==> config.mk <==
export PLATFORM = sky130hd
export DESIGN_NAME = layer_seq_ctrl_flat
export DESIGN_NICKNAME = d
export VERILOG_FILES = /design/src/rtl/layer_seq_ctrl_if.sv /design/src/rtl/layer_seq_ctrl.sv /design/src/flat_wrapper.sv
export SDC_FILE = /design/constraint.sdc
export NUM_CORES = 1
export LEC_CHECK = 0
export ABC_AREA = 0
export CORE_ASPECT_RATIO = 0.8
export CORE_MARGIN = 1
export CORE_UTILIZATION = 50
export CTS_CLUSTER_DIAMETER = 60
export DETAILED_ROUTE_END_ITERATION = 7
export GPL_TIMING_DRIVEN = 0
export HOLD_SLACK_MARGIN = 0.12
export PLACE_DENSITY_LB_ADDON = 0.3
export SLEW_MARGIN = 20
export SYNTH_ARGS = -nofsm -noshare
export SYNTH_HDL_FRONTEND = slang
export SYNTH_SLANG_ARGS = --single-unit
==> constraint.sdc <==
create_clock -name clk -period 8 [get_ports clk]
set_input_delay 1.2 -clock clk [delete_from_list [all_inputs] [get_ports clk]]
set_output_delay 1.2 -clock clk [all_outputs]
set_load 0.005 [all_outputs]
==> src/rtl/layer_seq_ctrl_if.sv <==
// Memory-read and result-stream bundle of the serial layer sequencer.
// Latency: none (wires only); rdata returns one cycle after rd_en.
// Backpressure: out_valid/out_ready; the memory ports never stall.
interface layer_seq_ctrl_if #(
  parameter int DATA_W       = 8,
  parameter int W_W          = 8,
  parameter int B_BITS       = 16,
  parameter int NEURON_NUM   = 4,
  parameter int NEURON_WIDTH = 4,
  parameter int OUT_W        = DATA_W + 8
);
  localparam int WA_W = (NEURON_NUM * NEURON_WIDTH > 1) ? $clog2(NEURON_NUM * NEURON_WIDTH) : 1;
  localparam int KA_W = (NEURON_WIDTH > 1) ? $clog2(NEURON_WIDTH) : 1;
  localparam int NA_W = (NEURON_NUM > 1) ? $clog2(NEURON_NUM) : 1;

  logic                     w_rd_en;
  logic [WA_W-1:0]          w_addr;
  logic signed [W_W-1:0]    w_rdata;
  logic                     x_rd_en;
  logic [KA_W-1:0]          x_addr;
  logic signed [DATA_W-1:0] x_rdata;
  logic                     b_rd_en;
  logic [NA_W-1:0]          b_addr;
  logic signed [B_BITS-1:0] b_rdata;
  logic                     out_valid;
  logic                     out_ready;
  logic signed [OUT_W-1:0]  out_data;
  logic [NA_W-1:0]          out_idx;

  // Sequencer side.
  modport master (
    output w_rd_en, w_addr, x_rd_en, x_addr, b_rd_en, b_addr,
    output out_valid, out_data, out_idx,
    input  w_rdata, x_rdata, b_rdata, out_ready
  );

  // Memories and downstream consumer side.
  modport slave (
    input  w_rd_en, w_addr, x_rd_en, x_addr, b_rd_en, b_addr,
    input  out_valid, out_data, out_idx,
    output w_rdata, x_rdata, b_rdata, out_ready
  );
endinterface

==> src/rtl/layer_seq_ctrl.sv <==
// Serial MAC sequencer for one fully-connected layer; optional LAYER_SEQ_PERF_EN adds perf_cycles.
// Latency: NEURON_WIDTH+3 cycles per neuron from MAC entry to out_valid, done one cycle after last handshake.
// Backpressure: holds the result in EMIT while out_ready is low; every stall cycle delays all later events.
module layer_seq_ctrl #(
  parameter int DATA_W       = 8,
  parameter int W_W          = 8,
  parameter int B_BITS       = 16,
  parameter int NEURON_NUM   = 4,
  parameter int NEURON_WIDTH = 4,
  parameter int ACC_W        = 32,
  parameter int OUT_W        = DATA_W + 8
) (
  input  logic clk,
  input  logic rst,
  input  logic start,
  input  logic activation_func,
  output logic busy,
  output logic done,
`ifdef LAYER_SEQ_PERF_EN
  output logic [31:0] perf_cycles,
`endif
  layer_seq_ctrl_if.master bus
);
  localparam int WA_W = (NEURON_NUM * NEURON_WIDTH > 1) ? $clog2(NEURON_NUM * NEURON_WIDTH) : 1;
  localparam int KA_W = (NEURON_WIDTH > 1) ? $clog2(NEURON_WIDTH) : 1;
  localparam int NA_W = (NEURON_NUM > 1) ? $clog2(NEURON_NUM) : 1;
  localparam int PW   = DATA_W + W_W;

  localparam logic [KA_W-1:0] K_LAST = KA_W'(NEURON_WIDTH - 1);
  localparam logic [NA_W-1:0] N_LAST = NA_W'(NEURON_NUM - 1);
  // Output range expressed at bias-add width so the clamp compares like with like.
  localparam logic signed [ACC_W:0] SAT_MAX = {{(ACC_W+2-OUT_W){1'b0}}, {(OUT_W-1){1'b1}}};
  localparam logic signed [ACC_W:0] SAT_MIN = {{(ACC_W+2-OUT_W){1'b1}}, {(OUT_W-1){1'b0}}};
  localparam logic signed [OUT_W-1:0] OUT_MAX = {1'b0, {(OUT_W-1){1'b1}}};
  localparam logic signed [OUT_W-1:0] OUT_MIN = {1'b1, {(OUT_W-1){1'b0}}};

  typedef enum logic [2:0] {S_IDLE, S_MAC, S_DRAIN, S_POST, S_EMIT, S_DONE} state_t;

  state_t                  state_q, state_d;
  logic [NA_W-1:0]         n_q, n_d;
  logic [KA_W-1:0]         k_q, k_d;
  logic signed [ACC_W-1:0] acc_q, acc_d;
  logic signed [B_BITS-1:0] bias_q, bias_d;
  logic                    relu_q, relu_d;
  logic                    prod_pend_q, bias_pend_q;
  logic                    out_valid_q, out_valid_d;
  logic signed [OUT_W-1:0] out_data_q, out_data_d;
  logic [NA_W-1:0]         out_idx_q, out_idx_d;

  logic                    mac_rd;
  logic                    bias_rd;
  logic signed [PW-1:0]    w_ext, x_ext, prod;
  logic signed [ACC_W-1:0] prod_ext;
  logic signed [ACC_W:0]   sum, sum_act;
  logic signed [OUT_W-1:0] sat;

  // Datapath: product of last cycle's read pair, bias add, activation and clamp.
  always_comb begin
    w_ext    = {{DATA_W{bus.w_rdata[W_W-1]}}, bus.w_rdata};
    x_ext    = {{W_W{bus.x_rdata[DATA_W-1]}}, bus.x_rdata};
    prod     = w_ext * x_ext;
    prod_ext = {{(ACC_W-PW){prod[PW-1]}}, prod};
    sum      = {acc_q[ACC_W-1], acc_q} + {{(ACC_W+1-B_BITS){bias_q[B_BITS-1]}}, bias_q};
    sum_act  = (relu_q && sum[ACC_W]) ? '0 : sum;
    if (sum_act > SAT_MAX)      sat = OUT_MAX;
    else if (sum_act < SAT_MIN) sat = OUT_MIN;
    else                        sat = sum_act[OUT_W-1:0];
  end

  // Next-state and read-issue logic; pending read data is folded in whatever the state.
  always_comb begin
    state_d     = state_q;
    n_d         = n_q;
    k_d         = k_q;
    acc_d       = acc_q;
    bias_d      = bias_q;
    relu_d      = relu_q;
    out_valid_d = out_valid_q;
    out_data_d  = out_data_q;
    out_idx_d   = out_idx_q;
    mac_rd      = 1'b0;
    if (prod_pend_q) acc_d  = acc_q + prod_ext;
    if (bias_pend_q) bias_d = bus.b_rdata;
    case (state_q)
      S_IDLE: begin
        if (start) begin
          state_d = S_MAC;
          n_d     = '0;
          k_d     = '0;
          acc_d   = '0;
          relu_d  = activation_func;
        end
      end
      S_MAC: begin
        mac_rd = 1'b1;
        if (k_q == K_LAST) state_d = S_DRAIN;
        else               k_d = k_q + 1'b1;
      end
      S_DRAIN: state_d = S_POST;
      S_POST: begin
        out_data_d  = sat;
        out_idx_d   = n_q;
        out_valid_d = 1'b1;
        state_d     = S_EMIT;
      end
      S_EMIT: begin
        if (bus.out_ready) begin
          out_valid_d = 1'b0;
          if (n_q == N_LAST) begin
            state_d = S_DONE;
          end else begin
            n_d     = n_q + 1'b1;
            k_d     = '0;
            acc_d   = '0;
            state_d = S_MAC;
          end
        end
      end
      S_DONE:  state_d = S_IDLE;
      default: state_d = S_IDLE;
    endcase
  end

  assign bias_rd = mac_rd && (k_q == '0);

  // State and datapath registers.
  always_ff @(posedge clk) begin
    if (rst) begin
      state_q     <= S_IDLE;
      n_q         <= '0;
      k_q         <= '0;
      acc_q       <= '0;
      bias_q      <= '0;
      relu_q      <= 1'b0;
      prod_pend_q <= 1'b0;
      bias_pend_q <= 1'b0;
      out_valid_q <= 1'b0;
      out_data_q  <= '0;
      out_idx_q   <= '0;
    end else begin
      state_q     <= state_d;
      n_q         <= n_d;
      k_q         <= k_d;
      acc_q       <= acc_d;
      bias_q      <= bias_d;
      relu_q      <= relu_d;
      prod_pend_q <= mac_rd;
      bias_pend_q <= bias_rd;
      out_valid_q <= out_valid_d;
      out_data_q  <= out_data_d;
      out_idx_q   <= out_idx_d;
    end
  end

  assign busy          = (state_q == S_MAC) || (state_q == S_DRAIN) ||
                         (state_q == S_POST) || (state_q == S_EMIT);
  assign done          = (state_q == S_DONE);
  assign bus.w_rd_en   = mac_rd;
  assign bus.x_rd_en   = mac_rd;
  assign bus.b_rd_en   = bias_rd;
  assign bus.w_addr    = WA_W'(n_q) * WA_W'(NEURON_WIDTH) + WA_W'(k_q);
  assign bus.x_addr    = k_q;
  assign bus.b_addr    = n_q;
  assign bus.out_valid = out_valid_q;
  assign bus.out_data  = out_data_q;
  assign bus.out_idx   = out_idx_q;

`ifdef LAYER_SEQ_PERF_EN
  logic [31:0] perf_cycles_q;

  // Busy-cycle counter: cleared by an accepted start, saturates, holds while idle.
  always_ff @(posedge clk) begin
    if (rst)                              perf_cycles_q <= '0;
    else if (state_q == S_IDLE && start)  perf_cycles_q <= '0;
    else if (busy && perf_cycles_q != '1) perf_cycles_q <= perf_cycles_q + 1'b1;
  end

  assign perf_cycles = perf_cycles_q;
`endif
endmodule

==> src/flat_wrapper.sv <==
// flat-port wrapper written by rule: the top's interface ports become plain ports
module layer_seq_ctrl_flat 
#(
  parameter int DATA_W       = 8,
  parameter int W_W          = 8,
  parameter int B_BITS       = 16,
  parameter int NEURON_NUM   = 4,
  parameter int NEURON_WIDTH = 4,
  parameter int ACC_W        = 32,
  parameter int OUT_W        = DATA_W + 8
)
  (clk, rst, start, activation_func, busy, done, bus_w_rd_en, bus_w_addr, bus_x_rd_en, bus_x_addr, bus_b_rd_en, bus_b_addr, bus_out_valid, bus_out_data, bus_out_idx, bus_w_rdata, bus_x_rdata, bus_b_rdata, bus_out_ready);
  layer_seq_ctrl_if #(.DATA_W(DATA_W), .W_W(W_W), .B_BITS(B_BITS), .NEURON_NUM(NEURON_NUM), .NEURON_WIDTH(NEURON_WIDTH), .OUT_W(OUT_W)) bus_i ();
  input  logic clk;
  input  logic rst;
  input  logic start;
  input  logic activation_func;
  output logic busy;
  output logic done;
  output wire logic [$bits(bus_i.w_rd_en)-1:0] bus_w_rd_en;
  output wire logic [$bits(bus_i.w_addr)-1:0] bus_w_addr;
  output wire logic [$bits(bus_i.x_rd_en)-1:0] bus_x_rd_en;
  output wire logic [$bits(bus_i.x_addr)-1:0] bus_x_addr;
  output wire logic [$bits(bus_i.b_rd_en)-1:0] bus_b_rd_en;
  output wire logic [$bits(bus_i.b_addr)-1:0] bus_b_addr;
  output wire logic [$bits(bus_i.out_valid)-1:0] bus_out_valid;
  output wire logic [$bits(bus_i.out_data)-1:0] bus_out_data;
  output wire logic [$bits(bus_i.out_idx)-1:0] bus_out_idx;
  input wire logic [$bits(bus_i.w_rdata)-1:0] bus_w_rdata;
  input wire logic [$bits(bus_i.x_rdata)-1:0] bus_x_rdata;
  input wire logic [$bits(bus_i.b_rdata)-1:0] bus_b_rdata;
  input wire logic [$bits(bus_i.out_ready)-1:0] bus_out_ready;
  assign bus_w_rd_en = bus_i.w_rd_en;
  assign bus_w_addr = bus_i.w_addr;
  assign bus_x_rd_en = bus_i.x_rd_en;
  assign bus_x_addr = bus_i.x_addr;
  assign bus_b_rd_en = bus_i.b_rd_en;
  assign bus_b_addr = bus_i.b_addr;
  assign bus_out_valid = bus_i.out_valid;
  assign bus_out_data = bus_i.out_data;
  assign bus_out_idx = bus_i.out_idx;
  assign bus_i.w_rdata = bus_w_rdata;
  assign bus_i.x_rdata = bus_x_rdata;
  assign bus_i.b_rdata = bus_b_rdata;
  assign bus_i.out_ready = bus_out_ready;
  layer_seq_ctrl #(.DATA_W(DATA_W), .W_W(W_W), .B_BITS(B_BITS), .NEURON_NUM(NEURON_NUM), .NEURON_WIDTH(NEURON_WIDTH), .ACC_W(ACC_W), .OUT_W(OUT_W)) u_core (.clk(clk), .rst(rst), .start(start), .activation_func(activation_func), .busy(busy), .done(done), .bus(bus_i));
endmodule
==> impl_metrics.json, run 1 <==
{
  "yosysTopAreaCell": "fa_1",
  "required_ns": 8.28,
  "hpwl_um": 22400,
  "drcViolationCount": 0,
  "portBuffers": 66,
  "drive_above_1_share_pct": 5.58,
  "drv_cap": 0,
  "status": "finished clean",
  "diodes": 0,
  "cts_hold_buf": 0,
  "synth_seq_cells": 77,
  "drt_wl_total_um": 27000,
  "cts-root-buf": "clkbuf_16",
  "synth_top_area_share_pct": 25.3,
  "ys.flop_type": "dfxtp_1",
  "cts_tree": "yes",
  "path_clk_slew_ns": 0.06,
  "synth_edf_count": 0,
  "final_area_um2": 12200,
  "finalCritPeriodShare_pct": 95.0,
  "finalPower_mw": 4.45,
  "power_frac_clock_pct": 9.1,
  "slew_violations": 0,
  "cp_max_fo": 25,
  "final_antenna_net_count": 0,
  "worstSetupStartpointType": "primary input",
  "grt_max_degree": 26,
  "p_switching_mw": 2.27,
  "hold_viol": 0,
  "layout_common_cells": "136 x fa_1, 117 x nor2_1, 113 x inv_1, 105 x ha_1, 86 x nand2_1",
  "pwr-share-seq_pct": 11.1,
  "first_iter_violations": 755,
  "netlist_top_cells_area": "fa_1 25%, dfxtp_1 14%, ha_1 12%",
  "grt_first_pass_wirelength_um": 45200,
  "crit_arrival_ns": 7.88,
  "grt_pass1_vias": 8834,
  "synth.avg_cell_area_um2": 8.88,
  "place_inst": 1558,
  "seq_area_frac_synth_pct": 14.2,
  "fin_crit_ns": 7.60,
  "powerDensity_nw_per_um2": 364,
  "layout.cells.non_filler": 1578,
  "setup.worst_path.class": "in2reg",
  "fmaxAchievable_mhz": 132,
  "core_um2": 21000,
  "nNetsFinal": 1583,
  "leakagePower_nw": 5.39,
  "drt-vias-per-instance": 5.88,
  "cts_made_buffers": 9,
  "gp_congestion": 0.917,
  "slew_headroom_pct": 31.9,
  "clock_path_buffers": 2,
  "antenna_found_initial": 0,
  "p_comb_share_pct": 79.8,
  "rows": 47,
  "syn_nets": 1501,
  "setup_viol": 0,
  "cts_htree_levels": 3,
  "ys_warn_count": 0,
  "clock-sinks": 77,
  "grt_util_all_layers_pct": 25.2,
  "ir_worst_vdd_mv": 0.563,
  "via_count": 9281,
  "swShare_pct": 51.0,
  "hp-class": "reg2reg",
  "io_pins": 69,
  "syn_inst": 1222,
  "final_util_pct": 58.1,
  "ys_types": 84,
  "syn2layout_area_growth_pct": 12.5,
  "grt_overflow": 0,
  "synthesis.area_um2": 10800,
  "ys_async_sr_fraction_pct": 0,
  "end_kind": "flip-flop",
  "rsz0062_at_grt": "no",
  "clk_latency_ns": 0.35,
  "start_util_pct": 51.7,
  "skew_ns": 0.0122,
  "wire_per_inst_um": 17.1,
  "drt_pass1_iterations": 5,
  "mostFrequentLayoutCell": "fa_1",
  "chipHeight_um": 134,
  "die_area_um2": 22300,
  "post_dp_cell_area_um2": 11900,
  "die_x_um": 167,
  "worstMarginPinSlew_ns": 1.01,
  "p_int_mw": 2.18,
  "whs_ns": 0.494
}
metal layers:
layer  share of wire (%)  track usage [%]
met1                  49             38.4
met2                  43             37.7
met3                 6.5             4.49
met4                0.85             3.65
met5                   0                0
cell usage after synthesis (all sizes together), types with 15 or more instances:
| cell | count |
|---|---|
| a21o | 19 |
| dfxtp | 77 |
| nor2 | 118 |
| and2 | 42 |
| o21bai | 23 |
| a21oi | 66 |
| nand2b | 21 |
| nor3 | 26 |
| buf | 19 |
| inv | 114 |
| ha | 105 |
| nand2 | 87 |
| xnor2 | 27 |
| nand3 | 22 |
| mux2i | 40 |
| clkbuf | 26 |
| o21ai | 45 |
| fa | 137 |
| a211oi | 15 |
| o221ai | 15 |
| or3 | 15 |
power by group through the flow:
stage          clock network, mW  logic (mW)  registers, mW
2_1_floorplan                  0        2.77          0.476
3_3_place_gp                   0        3.41          0.503
3_5_place_dp                   0        3.50          0.503
4_1_cts                    0.409        3.54          0.495
5_1_grt                    0.426        4.04          0.500
6_report                   0.404        3.55          0.493
cell type report:
cell class              instances  area (um2)
repair buffers                 71         723
plain buffers                  45         210
clock buffers                   9         225
well taps                     269         337
clock inverters                 7        62.6
flip-flops and latches         77        1540
fillers                      1920        8790
inverters                     115         435
multi-input cells             985        8670
what timing repair did:
item / CTS / global route
endpoints found under the setup margin: 0 / 4
gates resized for setup: 0 / 1
buffers inserted: 0 / 4
critical path, stage by stage:
cell and delay (ns):
clkdlybuf4s50_1 0.66, and2_2 0.71, inv_1 0.14, fa_1 0.53
inv_1 0.05, fa_1 0.52, fa_1 0.46, fa_1 0.58
fa_1 0.43, ha_1 0.34, a21o_1 0.18, a2111o_1 0.18
nand2_1 0.11, o2111ai_1 0.38, a31oi_1 0.22, o41ai_1 0.48
a31oi_1 0.17, or4_1 0.42, nand3_1 0.10
flip-flops by register name (all words and copies together) (netlist names), 2 cells and up:
signal,count
u_core.acc_q,32
u_core.bias_q,16
u_core.bus.b_addr,2
u_core.bus.out_data,16
u_core.bus.out_idx,2
u_core.bus.x_addr,2
u_core.state_q,3
through the flow:
stage,setup TNS [ns],setup slack (ns)
finish,0,0.403
global route,0,0.0540
CTS,0,0.0836
detailed placement,-0.585,-0.265
global placement,-0.831,-0.275
floorplan,0,1.01
cell families (layout without fill, tap and decap cells):
logic type,Yosys count,count (layout),synth area share [%]
AOI/OAI and AO/OA,263,263,16.8
xor gates and xnor gates,41,41,3.31
adders and majority gates,242,242,37.4
buffers and inverters,160,247,5.92
DFF,77,77,14.2
muxes,41,41,3.79
and+or+nand+nor,398,398,18.6
worst paths after layout:
kind	start	endpoint	slack (ns)	cells past startpoint
setup / recovery	bus_x_rdata[0]	u_core.acc_q[30]$_SDFF_PP0_	0.40	19
hold / removal	u_core.bus.out_idx[1]$_SDFFE_PP0P_	u_core.bus.out_idx[1]$_SDFFE_PP0P_	0.49	2
setup reg to reg	u_core.acc_q[4]$_SDFF_PP0_	u_core.acc_q[30]$_SDFF_PP0_	2.31	21
hold reg to reg	u_core.bus.out_idx[1]$_SDFFE_PP0P_	u_core.bus.out_idx[1]$_SDFFE_PP0P_	0.49	2
Power figures use the tool's default switching activity.
==> inputs of run 2 (changes only) <==
Settings changed: ABC_CLOCK_PERIOD_IN_PS from default to 8000.
==> results of run 2 <==
No change in the layout: final DEF, timing and power equal those of run 1.
==> inputs of run 3 (changes only) <==
Settings changed: CORE_MARGIN 1 to 5.
==> run 3 against run 2 <==
  * Die area increased by 11%
  * Core utilization down 1.2 points
  * Critical path depth unchanged
  * Wire length rose by 0.26%
  * Sequential cell count did not move
  * Cell count increased by 0.25%
  * Highest routed layer unchanged
  * Power shrank 0.51%
  * Global-route usage shrank 2.8 points
==> impl_metrics.json, run 3 (synthesized netlist as in run 1, its figures left out) <==
{
  "drt_pass1_iterations": 5,
  "gp_congestion": 0.940,
  "slew_headroom_pct": 34.4,
  "p_comb_share_pct": 79.6,
  "required_ns": 8.29,
  "setup.worst_path.class": "in2reg",
  "core_um2": 21400,
  "r2r_setup_slack_ns": 2.38,
  "antenna_found_initial": 0,
  "power_frac_clock_pct": 9.2,
  "grt_pass1_vias": 8954,
  "swShare_pct": 50.9,
  "wire_per_inst_um": 17.1,
  "drive_above_1_share_pct": 5.51,
  "start_util_pct": 50.6,
  "clk_latency_ns": 0.35,
  "die_x_um": 175,
  "first_iter_violations": 629,
  "drt_wl_total_um": 27100,
  "regMostFlops": "u_core.acc_q",
  "timing.rr.start": "u_core.acc_q[6]$_SDFF_PP0_",
  "layout.cells.non_filler": 1582,
  "fmaxAchievable_mhz": 133,
  "rows": 48,
  "min_to": "u_core.bus.out_idx[1]$_SDFFE_PP0P_",
  "grt_max_degree": 26,
  "cts_hold_buf": 0,
  "clock-sinks": 77,
  "ir_worst_vdd_mv": 0.478,
  "finalPower_mw": 4.42,
  "final_antenna_net_count": 0,
  "mostFrequentLayoutCell": "fa_1",
  "setup_viol": 0,
  "hpwl_um": 22500,
  "largest_reg_flops": 32,
  "leakagePower_nw": 5.39,
  "r2r_end": "u_core.acc_q[30]$_SDFF_PP0_",
  "p_switching_mw": 2.25,
  "drcViolationCount": 0,
  "layout_common_cells": "135 x fa_1, 117 x nor2_1, 113 x inv_1, 105 x ha_1, 86 x nand2_1",
  "grt_util_all_layers_pct": 22.4,
  "crit_arrival_ns": 7.82,
  "finalCritPeriodShare_pct": 94.1,
  "fin_crit_ns": 7.53,
  "ff2ff_path_depth": 19,
  "final_util_pct": 56.9,
  "hp-class": "reg2reg",
  "syn2layout_area_growth_pct": 12.5,
  "clock_path_buffers": 2,
  "end_kind": "flip-flop",
  "portBuffers": 66,
  "drv_cap": 0,
  "nNetsFinal": 1581,
  "die_area_um2": 24800,
  "status": "finished clean",
  "cts-root-buf": "clkbuf_16",
  "worstMarginPinSlew_ns": 0.974,
  "chipHeight_um": 142,
  "slew_violations": 0,
  "cp_max_fo": 25,
  "whs_path_depth": 2,
  "via_count": 9181,
  "cts_tree": "yes",
  "whs_ns": 0.503,
  "pwr-share-seq_pct": 11.2,
  "path_clk_slew_ns": 0.07,
  "hp-start": "u_core.bus.out_idx[1]$_SDFFE_PP0P_",
  "grt_overflow": 0,
  "powerDensity_nw_per_um2": 362,
  "io_pins": 69,
  "place_inst": 1564,
  "skew_ns": 0.0115,
  "p_int_mw": 2.17,
  "diodes": 0,
  "grt_first_pass_wirelength_um": 45500,
  "hold_viol": 0,
  "drt-vias-per-instance": 5.80,
  "cts_made_buffers": 9,
  "worstSetupStartpointType": "primary input",
  "cts_htree_levels": 3,
  "rsz0062_at_grt": "no"
}
==> run 3: how the worst max path moves through the flow <==
stage / startpoint / endpoint / slack (ns) / cells past startpoint
4_1_cts: bus_x_rdata[2] / u_core.acc_q[30]$_SDFF_PP0_ / 0.18 / 19
3_5_place_dp: bus_x_rdata[2] / u_core.acc_q[30]$_SDFF_PP0_ / -0.14 / 19
2_1_floorplan: bus_x_rdata[1] / u_core.acc_q[21]$_SDFF_PP0_ / 1.01 / 16
3_3_place_gp: bus_x_rdata[0] / u_core.acc_q[30]$_SDFF_PP0_ / -0.27 / 19
6_report: bus_x_rdata[0] / u_core.acc_q[30]$_SDFF_PP0_ / 0.47 / 19
5_1_grt: bus_x_rdata[0] / u_core.acc_q[30]$_SDFF_PP0_ / 0.16 / 19
==> run 3: metrics by stage <==
step           setup slack [ns]  setup TNS (ns)  cell area (um2)
2_1_floorplan              1.01               0            10800
3_3_place_gp             -0.275          -0.846            11900
3_5_place_dp             -0.143          -0.270            11900
4_1_cts                   0.181               0            12200
5_1_grt                   0.159               0            12200
6_report                  0.470               0            12200
==> run 3: cell type report <==
class,count,area (um2)
fillers,1969,9240
multi-input cells,985,8670
flip-flops and latches,77,1540
repair buffers,69,708
inverters,115,435
well taps,275,344
clock buffers,9,225
plain buffers,45,210
clock inverters,7,65.1
==> run 3: power groups by stage <==
stage,clock network [mW],logic (mW),registers [mW]
after CTS,0.413,3.52,0.497
after floorplan,0,2.77,0.476
after detailed placement,0,3.47,0.505
after global placement,0,3.41,0.504
after global routing,0.430,4.02,0.502
final,0.408,3.52,0.494
==> run 3: metal layers <==
| metal | part of all wire, % | vias to the layer above | track usage (%) |
|---|---|---|---|
| li1 | - | 4429 | - |
| met1 | 49 | 4446 | 33.4 |
| met5 | 0 | - | 0 |
| met3 | 6.7 | 28 | 4.02 |
| met2 | 43 | 278 | 34.3 |
| met4 | 1.3 | 0 | 4.30 |
==> run 3: what timing repair did <==
action                     CTS  global route
gates resized for setup      0             2
setup endpoints to repair    0             4
setup buffers                0             2
==> run 3: critical path: stages <==
cell and delay, ns:
clkdlybuf4s50_1 0.66, and2_2 0.70, inv_1 0.14, fa_1 0.53, inv_1 0.05, fa_1 0.51, fa_1 0.45, fa_1 0.58
fa_1 0.43, ha_1 0.33, a21o_1 0.17, a2111o_1 0.18, nand2_1 0.11, o2111ai_1 0.38, a31oi_1 0.21, o41ai_1 0.49
a31oi_1 0.18, or4_1 0.42, nand3_1 0.08
